==> src/rtl/macc_accumulator_if.sv <==
// Product-in / result-out handshake bundle for the MACC accumulation stage,
// plus the per-window configuration and status signals that travel with it.
interface macc_accumulator_if #(
  parameter int PROD_W = 15,
  parameter int ACC_W  = 24,
  parameter int LEN_W  = 8
);
  logic        [LEN_W-1:0]  cfg_len;
  logic signed [ACC_W-1:0]  cfg_bias;
  logic                     in_valid;
  logic                     in_ready;
  logic signed [PROD_W-1:0] in_prod;
  logic                     out_valid;
  logic                     out_ready;
  logic signed [ACC_W-1:0]  out_acc;
  logic                     out_sat;
  logic                     busy;

  modport master (
    output cfg_len, cfg_bias, in_valid, in_prod, out_ready,
    input  in_ready, out_valid, out_acc, out_sat, busy
  );

  modport slave (
    input  cfg_len, cfg_bias, in_valid, in_prod, out_ready,
    output in_ready, out_valid, out_acc, out_sat, busy
  );
endinterface

==> src/rtl/macc_accumulator.sv <==
// Windowed saturating accumulator: sums cfg_len signed products plus a bias
// and emits one clamped result per window through a registered valid/ready port.
module macc_accumulator #(
  parameter int PROD_W = 15,
  parameter int ACC_W  = 24,
  parameter int LEN_W  = 8
) (
  input  logic              clk,
  input  logic              rst,
  macc_accumulator_if.slave bus
);

  localparam logic signed [ACC_W-1:0] ACC_MAX = {1'b0, {(ACC_W-1){1'b1}}};
  localparam logic signed [ACC_W-1:0] ACC_MIN = {1'b1, {(ACC_W-1){1'b0}}};

  typedef enum logic {S_IDLE, S_ACCUM} state_t;

  state_t                  r_state,     w_state_nxt;
  logic signed [ACC_W-1:0] r_acc,       w_acc_nxt;
  logic [LEN_W-1:0]        r_cnt,       w_cnt_nxt;
  logic [LEN_W-1:0]        r_len_q,     w_len_nxt;
  logic                    r_sat_q,     w_sat_nxt;
  logic                    r_out_valid, w_out_valid_nxt;
  logic signed [ACC_W-1:0] r_out_acc,   w_out_acc_nxt;
  logic                    r_out_sat,   w_out_sat_nxt;

  logic                    w_in_ready;
  logic                    w_accept;
  logic                    w_first;
  logic signed [ACC_W-1:0] w_base;
  logic signed [ACC_W:0]   w_sum;
  logic                    w_clamp;
  logic signed [ACC_W-1:0] w_clamped;
  logic [LEN_W-1:0]        w_len_eff;
  logic [LEN_W:0]          w_cnt_inc;
  logic                    w_done;

  assign w_in_ready = ~r_out_valid | bus.out_ready;
  assign w_accept   = bus.in_valid & w_in_ready;
  assign w_first    = (r_state == S_IDLE);

  // The first beat of a window starts from the bias instead of the running sum.
  assign w_base    = w_first ? bus.cfg_bias : r_acc;
  assign w_sum     = {w_base[ACC_W-1], w_base}
                   + {{(ACC_W+1-PROD_W){bus.in_prod[PROD_W-1]}}, bus.in_prod};
  assign w_clamp   = w_sum[ACC_W] ^ w_sum[ACC_W-1];
  assign w_clamped = !w_clamp     ? w_sum[ACC_W-1:0] :
                     w_sum[ACC_W] ? ACC_MIN : ACC_MAX;

  assign w_len_eff = !w_first                 ? r_len_q  :
                     (bus.cfg_len == '0)      ? LEN_W'(1) : bus.cfg_len;
  assign w_cnt_inc = {1'b0, (w_first ? {LEN_W{1'b0}} : r_cnt)} + (LEN_W+1)'(1);
  assign w_done    = (w_cnt_inc == {1'b0, w_len_eff});

  always_comb begin
    // NOTE: every next-state signal gets its hold value first so no path leaves it unassigned (no latch).
    w_state_nxt     = r_state;
    w_acc_nxt       = r_acc;
    w_cnt_nxt       = r_cnt;
    w_len_nxt       = r_len_q;
    w_sat_nxt       = r_sat_q;
    w_out_valid_nxt = r_out_valid;
    w_out_acc_nxt   = r_out_acc;
    w_out_sat_nxt   = r_out_sat;

    if (r_out_valid && bus.out_ready) begin
      w_out_valid_nxt = 1'b0;
    end

    if (w_accept) begin
      w_sat_nxt = (~w_first & r_sat_q) | w_clamp;
      if (w_first) begin
        w_len_nxt = w_len_eff;
      end
      if (w_done) begin
        // A completion on the same edge as a drain simply reloads the result.
        w_state_nxt     = S_IDLE;
        w_cnt_nxt       = '0;
        w_out_valid_nxt = 1'b1;
        w_out_acc_nxt   = w_clamped;
        w_out_sat_nxt   = (~w_first & r_sat_q) | w_clamp;
      end else begin
        w_state_nxt = S_ACCUM;
        w_acc_nxt   = w_clamped;
        w_cnt_nxt   = w_cnt_inc[LEN_W-1:0];
      end
    end
  end

  always_ff @(posedge clk) begin
    // NOTE: non-blocking assignments so every register samples pre-edge values.
    if (rst) begin
      r_state     <= S_IDLE;
      r_acc       <= '0;
      r_cnt       <= '0;
      r_len_q     <= '0;
      r_sat_q     <= 1'b0;
      r_out_valid <= 1'b0;
      r_out_acc   <= '0;
      r_out_sat   <= 1'b0;
    end else begin
      r_state     <= w_state_nxt;
      r_acc       <= w_acc_nxt;
      r_cnt       <= w_cnt_nxt;
      r_len_q     <= w_len_nxt;
      r_sat_q     <= w_sat_nxt;
      r_out_valid <= w_out_valid_nxt;
      r_out_acc   <= w_out_acc_nxt;
      r_out_sat   <= w_out_sat_nxt;
    end
  end

  assign bus.in_ready  = w_in_ready;
  assign bus.out_valid = r_out_valid;
  assign bus.out_acc   = r_out_acc;
  assign bus.out_sat   = r_out_sat;
  assign bus.busy      = (r_state == S_ACCUM);

endmodule

==> src/flat_wrapper.sv <==
// flat-port wrapper written by rule: the top's interface ports become plain ports
module macc_accumulator_flat 
#(
  parameter int PROD_W = 15,
  parameter int ACC_W  = 24,
  parameter int LEN_W  = 8
)
  (clk, rst, bus_cfg_len, bus_cfg_bias, bus_in_valid, bus_in_prod, bus_out_ready, bus_in_ready, bus_out_valid, bus_out_acc, bus_out_sat, bus_busy);
  macc_accumulator_if #(.PROD_W(PROD_W), .ACC_W(ACC_W), .LEN_W(LEN_W)) bus_i ();
  input  logic clk;
  input  logic rst;
  input wire logic [$bits(bus_i.cfg_len)-1:0] bus_cfg_len;
  input wire logic [$bits(bus_i.cfg_bias)-1:0] bus_cfg_bias;
  input wire logic [$bits(bus_i.in_valid)-1:0] bus_in_valid;
  input wire logic [$bits(bus_i.in_prod)-1:0] bus_in_prod;
  input wire logic [$bits(bus_i.out_ready)-1:0] bus_out_ready;
  output wire logic [$bits(bus_i.in_ready)-1:0] bus_in_ready;
  output wire logic [$bits(bus_i.out_valid)-1:0] bus_out_valid;
  output wire logic [$bits(bus_i.out_acc)-1:0] bus_out_acc;
  output wire logic [$bits(bus_i.out_sat)-1:0] bus_out_sat;
  output wire logic [$bits(bus_i.busy)-1:0] bus_busy;
  assign bus_i.cfg_len = bus_cfg_len;
  assign bus_i.cfg_bias = bus_cfg_bias;
  assign bus_i.in_valid = bus_in_valid;
  assign bus_i.in_prod = bus_in_prod;
  assign bus_i.out_ready = bus_out_ready;
  assign bus_in_ready = bus_i.in_ready;
  assign bus_out_valid = bus_i.out_valid;
  assign bus_out_acc = bus_i.out_acc;
  assign bus_out_sat = bus_i.out_sat;
  assign bus_busy = bus_i.busy;
  macc_accumulator #(.PROD_W(PROD_W), .ACC_W(ACC_W), .LEN_W(LEN_W)) u_core (.clk(clk), .rst(rst), .bus(bus_i));
endmodule
==> config.mk <==
export PLATFORM = sky130hd
export DESIGN_NAME = macc_accumulator_flat
export DESIGN_NICKNAME = d
export VERILOG_FILES = /design/src/rtl/macc_accumulator_if.sv /design/src/rtl/macc_accumulator.sv /design/src/flat_wrapper.sv
export SDC_FILE = /design/constraint.sdc
export NUM_CORES = 1
export LEC_CHECK = 0
export CAP_MARGIN = 20
export CORE_ASPECT_RATIO = 1.2
export CORE_MARGIN = 5
export CORE_UTILIZATION = 51
export CTS_CLUSTER_SIZE = 30
export DETAILED_ROUTE_END_ITERATION = 8
export PLACE_DENSITY = 0.77
export RECOVER_POWER = 25
export SYNTH_ARGS = -nofsm -noshare
export SYNTH_HDL_FRONTEND = slang
export SYNTH_SLANG_ARGS = --single-unit
==> constraint.sdc <==
create_clock -name clk -period 4.7 [get_ports clk]
set_input_delay 0.94 -clock clk [delete_from_list [all_inputs] [get_ports clk]]
set_output_delay 0.94 -clock clk [all_outputs]
set_load 0.005 [all_outputs]
# After elaboration in Yosys (flattened, before gate mapping)
# Index checks and enable logic that the tools add are counted.
# classes
n_addsub	2
multipliers	0
div	0
magnitude_cmp	0
n_eq_ne	1
n_shift	0
n_mux	11
bitwise_logic	8
n_reduce_logical	5
# op_table
cell	n
$mux 24	3
$mux 8	4
$add 24x15->25	1
$add 8x1->9 const B	1
$eq 9x8->1	1
$logic_not 8->1	1
$reduce_and 2->1	3
$mux 1	4
$not 1->1	3
$and 1x1->1	2
$or 1x1->1	2
$logic_and 1x1->1	1
$xor 1x1->1	1
# totals
ff_bits	68
latchBits	0
ram_bits	0
mem_bits_ro	0
inputBits	51
output_inout_bits	28
word_cells	35
mem_count	0

# Depth between registers and ports, before layout
# Gate-level depths: netlist of the first run.
# logic_depth
depth_word	6
mapped_depth	16

# Worst setup path after synthesis of the first run
# Ideal clock, no wire load.
# synth_path
path_kind	flip-flop to flip-flop
start	reg u_core.r_state, in the netlist u_core.bus.busy
end	reg u_core.r_acc[0]
t_arrival_ns	3.884
slack_ns	0.677
path_stages_with_launch	16
period_less_slack_ns	4.023
path_cell_list	dfxtp_1 > buf_4 > clkbuf_1 > buf_1 > clkbuf_1 > mux2_2 > ha_1 > clkbuf_1 > nand4_1 > a211oi_1 > o21ai_0 > a31oi_1 > nor2b_1 > a22oi_2 > buf_2 > a311oi_1
# synth_via
elab_chain_cells	5
word_cells_on_any_way	11
cone_classes	add/sub: 2; eq/ne: 1; mux: 5; bitwise: 2; reduce/logical: 1
# synth_lines
element	line	source
from (decl)	macc_accumulator.sv:18	state_t r_state, w_state_nxt;
from (signal assigned)	macc_accumulator.sv:102	r_state <= w_state_nxt;
$mux 8	macc_accumulator.sv:52	assign w_cnt_inc = {1'b0, (w_first ? {LEN_W{1'b0}} : r_cnt)} + (LEN_W+1)'(1);
$add 8x1->9	macc_accumulator.sv:52	
$eq 9x8->1	macc_accumulator.sv:53	assign w_done = (w_cnt_inc == {1'b0, w_len_eff});
$not 1->1 (no source line)	-	
$reduce_and 2->1 (no source line)	-	
to (signal assigned)	macc_accumulator.sv:103	r_acc <= w_acc_nxt;
to (decl)	macc_accumulator.sv:19	logic signed [ACC_W-1:0] r_acc, w_acc_nxt;
# Several ways; a longest one is shown, not always the timed one.
# A chain may end at the register's enable or synchronous reset.

# Worst setup path after layout of the first run
# layout_path
start	in bus_cfg_bias[1]
end	reg u_core.r_acc[6]
# layout_via
elab_chain_cells	4
word_cells_on_any_way	5
cone_classes	add/sub: 1; mux: 3; bitwise: 1
# layout_lines
element	line	source
from (decl)	flat_wrapper.sv:13	input wire logic [$bits(bus_i.cfg_bias)-1:0] bus_cfg_bias;
$mux 24 *	macc_accumulator.sv:43	assign w_base = w_first ? bus.cfg_bias : r_acc;
$add 24x15->25 *	macc_accumulator.sv:45	+ {{(ACC_W+1-PROD_W){bus.in_prod[PROD_W-1]}}, bus.in_prod};
$mux 24 or $xor 1x1->1 (tied branches)	macc_accumulator.sv:48, macc_accumulator.sv:46	
$mux 24 *	macc_accumulator.sv:47	assign w_clamped = !w_clamp ? w_sum[ACC_W-1:0] :
# Mark *: on every way between the ends. The rest lies on a longest branch, timed or not.

==> results.md, run 1 <==
* CTS root buffer: clkbuf_8
* Core footprint at 0.00903 mm2
* CTS tree: yes
* Fmax at 241 MHz
* Simple-gate share of the synthesized area at 21.1%
* First-pass GRT wire length at 22.4 mm
* CP peak stage delay at 530 ps
* Pins over their slew limit at 0
* CP Max Fanout at 35
* Clock Sinks at 68
* CP max-delay cell: a22oi_2
* Residual DRC count at 0
* Power Density at 313 mW/mm2
* DRT Pass-1 Iters at 5
* Synth-to-Final Area Change at 21.4%
* Share of the synthesized area in the top cell type at 28.8%
* Synth area leader: dfxtp_1
* Clock transition at path regs at 70 ps
* Area post-placement at 0.00553 mm2
* Share of cells above drive strength 1 at 9.36%
* Fillers at 821
* Die area at 0.0113 mm2
* FFs w/ async S/R, synth at 0%
* R2r endpoint: u_core.r_acc[6]
* Max-slew headroom at the worst pin at 37.4%
* Initial drt markers at 171
* Clock Skew at 6.31 ps
* Hold Path Depth at 2
* Syn_nets at 668
* Largest cells by area after synthesis: dfxtp_1, a311oi_1, ha_1, mux2_2, nor2_1
* Die height at 115 um
* Largest family of logic cells by synthesized area: compound AO/OA/AOI/OAI gates
* Post-synth EDFFs at 0
* Final design instance area without fill at 0.00573 mm2
* Number of buffers added on ports at 78
* Mean area per synthesized cell at 7.99 um2
* Layout Nets at 724
* Max-cap violations at 0
* Clk Latency, worst-skew pair at 360 ps
* Type of origin of the critical path: input pin
* Synth Cell Area at 0.00472 mm2
* Maximum VDD drop at 0.152 mV
* HP Class: register to register
* Synth cell types at 56
* Syn. warnings at 0
* Post-route ant nets at 0
* Outcome: complete, no violations
* Crit. End Element: register
* Rows at 38
* Boundary pin count at 79
* GPL Wtd Cong at 0.943
* Post-synthesis mux area share at 6.39%
* Compound-Gate Fraction of Synth Area at 26.3%
* Starting Density at 52.3%
* Final core occ at 63.4%
* Antenna violations before repair at 0
* #FFs+latches synth at 68
* Via count at 4,693
* Post-CTS Setup Bufs at 0
* Synth Flop Type: dfxtp_1
* # setup viols final at 0
* Worst-margin pin slew at 915 ps
* Vias per inst at 6.08
* RSZ-0062 raised after global routing: no
* Sequential share of the synthesized area at 28.8%
* R2R setup slack at 680 ps
* Post-Syn Instances at 591
* Die width at 97.8 um
* Leak Pwr at 2.19 nW
* WL final at 13.2 mm
* Maximum number of pins on one net before global-route repair at 69
* H-tree levels at 3
* Crit path time final at 4150 ps
* Synth Area in Adders at 7.05%
* Number of global-route vias before repair at 4,784
* Cell Chain, Critical Path: clkdlybuf4s50_1 -> mux2i_1 -> inv_1 -> ha_1 -> a211oi_1 -> o21ai_1 -> o21ai_0 -> a31oi_1 -> nor2b_1 -> a22oi_2 -> buf_4 -> a311oi_1
* Final Power at 1.79 mW
* TNS Setup at 0 ps
* Hold-fix buffers, CTS at 0
* Hpwl dp at 9.78 mm
* CP arrival at 4360 ps
* Resized cells post-CTS at 0
* Wirelength per Cell at 17.1 um
* Min-delay src: u_core.r_sat_q
* Worst Setup Path Type: input pin to register
* Final critical-path share of the clock period at 88.2%
* Worst EP required at 4910 ps
* GRT overflow at 0
* FF-to-FF path depth at 11
* CTS buffer count at 9
* Ant diodes at 0
* WHS Endpoint: u_core.r_sat_q
* Final hold violation count at 0
* Total GRT Usage at 23.9%
* Clk buf depth at 2
* Xor and xnor area share after synthesis at 4.64%
* RR Startpoint: u_core.bus.busy
-- Yosys cell counts (13+ instances only) --
| cell | number |
|---|---|
| o21ai_0 | 33 |
| xnor2_1 | 13 |
| nand2_1 | 49 |
| clkbuf_1 | 27 |
| nand3_1 | 16 |
| dfxtp_1 | 68 |
| nor2_1 | 75 |
| a21oi_1 | 44 |
| a311oi_1 | 46 |
| mux2_2 | 25 |
| ha_1 | 25 |
-- flip-flops by register name, summed over array words and instances (netlist names) --
register,count
u_core.r_cnt,8
u_core.bus.out_sat,1
u_core.bus.out_valid,1
u_core.r_len_q,8
u_core.bus.busy,1
u_core.r_sat_q,1
u_core.r_acc,24
u_core.bus.out_acc,24
-- how the worst max path moves through the flow --
| stage | depth (start not counted) | start | slack, ps | end |
|---|---|---|---|---|
| after floorplan | 15 | u_core.bus.busy | 680 | u_core.r_acc[0] |
| after global placement | 11 | bus_cfg_bias[3] | 380 | u_core.bus.out_acc[0] |
| after detailed placement | 10 | bus_in_prod[14] | 260 | u_core.r_acc[6] |
| after CTS | 10 | bus_in_prod[14] | 630 | u_core.r_acc[6] |
| after global routing | 10 | bus_in_prod[14] | 240 | u_core.r_acc[3] |
| final | 12 | bus_cfg_bias[1] | 550 | u_core.r_acc[6] |
-- logic make-up after synthesis --
| kind of cell | Yosys count |
|---|---|
| buffers and inverters | 56 |
| AND/OR/NAND/NOR | 209 |
| adder cells (fa/ha/maj) | 26 |
| AO/OA/AOI/OAI | 180 |
| flip-flops | 68 |
| multiplexers | 27 |
| XOR/XNOR | 25 |
-- layout by cell type (no fill, tap or decap), drive strengths merged, types with 3 or more instances in the layout --
cell type       n
a211oi          9
a21o            5
a21oi          44
a2bb2oi         3
a311oi         46
a31oi           8
and2            7
and3            3
buf            12
clkbuf         12
clkdlybuf4s50  53
dfxtp          68
dlygate4sd3    24
ha             25
inv            12
mux2           25
nand2          49
nand2b         11
nand3          18
nand4          12
nor2           75
nor3           11
o211ai         12
o21a            4
o21ai          34
or3            11
xnor2          13
xor2           12
-- area by class of cell --
cell class | instances | area [um2] | share of cell area, %
multi-input cells | 467 | 3110 | 54.3
clock inverters | 4 | 47.5 | 0.830
flip-flops and latches | 68 | 1360 | 23.8
inverters | 12 | 45.0 | 0.786
clock buffers | 12 | 155 | 2.71
repair buffers | 89 | 858 | 15.0
well taps | 120 | 150 | 2.62
-- metrics by stage --
stage / hold WS [ps] / setup WS, ps / instances
floorplan: 454 / 677 / 591
finish: 483 / 554 / 772
global placement: 461 / 379 / 756
CTS: 484 / 626 / 772
detailed placement: 474 / 258 / 756
global route: 517 / 245 / 772
-- layer usage --
metal	GRT usage (%)	share of wire, %
met1	26.8	40
met2	44.5	53
met3	4.13	4.5
met4	10.3	2.3
met5	0	0
-- critical path, delay by kind of cell --
family,cells,cell delay (ps)
compound gates,6,1790
fa+ha+maj,1,300
buf+inv,3,980
mux,1,240
simple gates,1,110
-- report_power, final --
group          switching [mW]  internal [mW]
clock                   0.231          0.272
sequential             0.0288          0.619
combinational           0.375          0.265
total                   0.634           1.16
Note: power is estimated with default switching activity, not from simulation.
==> inputs of run 2 (changes only) <==
Settings changed: ABC_CLOCK_PERIOD_IN_PS from default to 4700.
==> results of run 2 <==
Same layout as run 1: the final DEF is identical, and so are final timing and power.
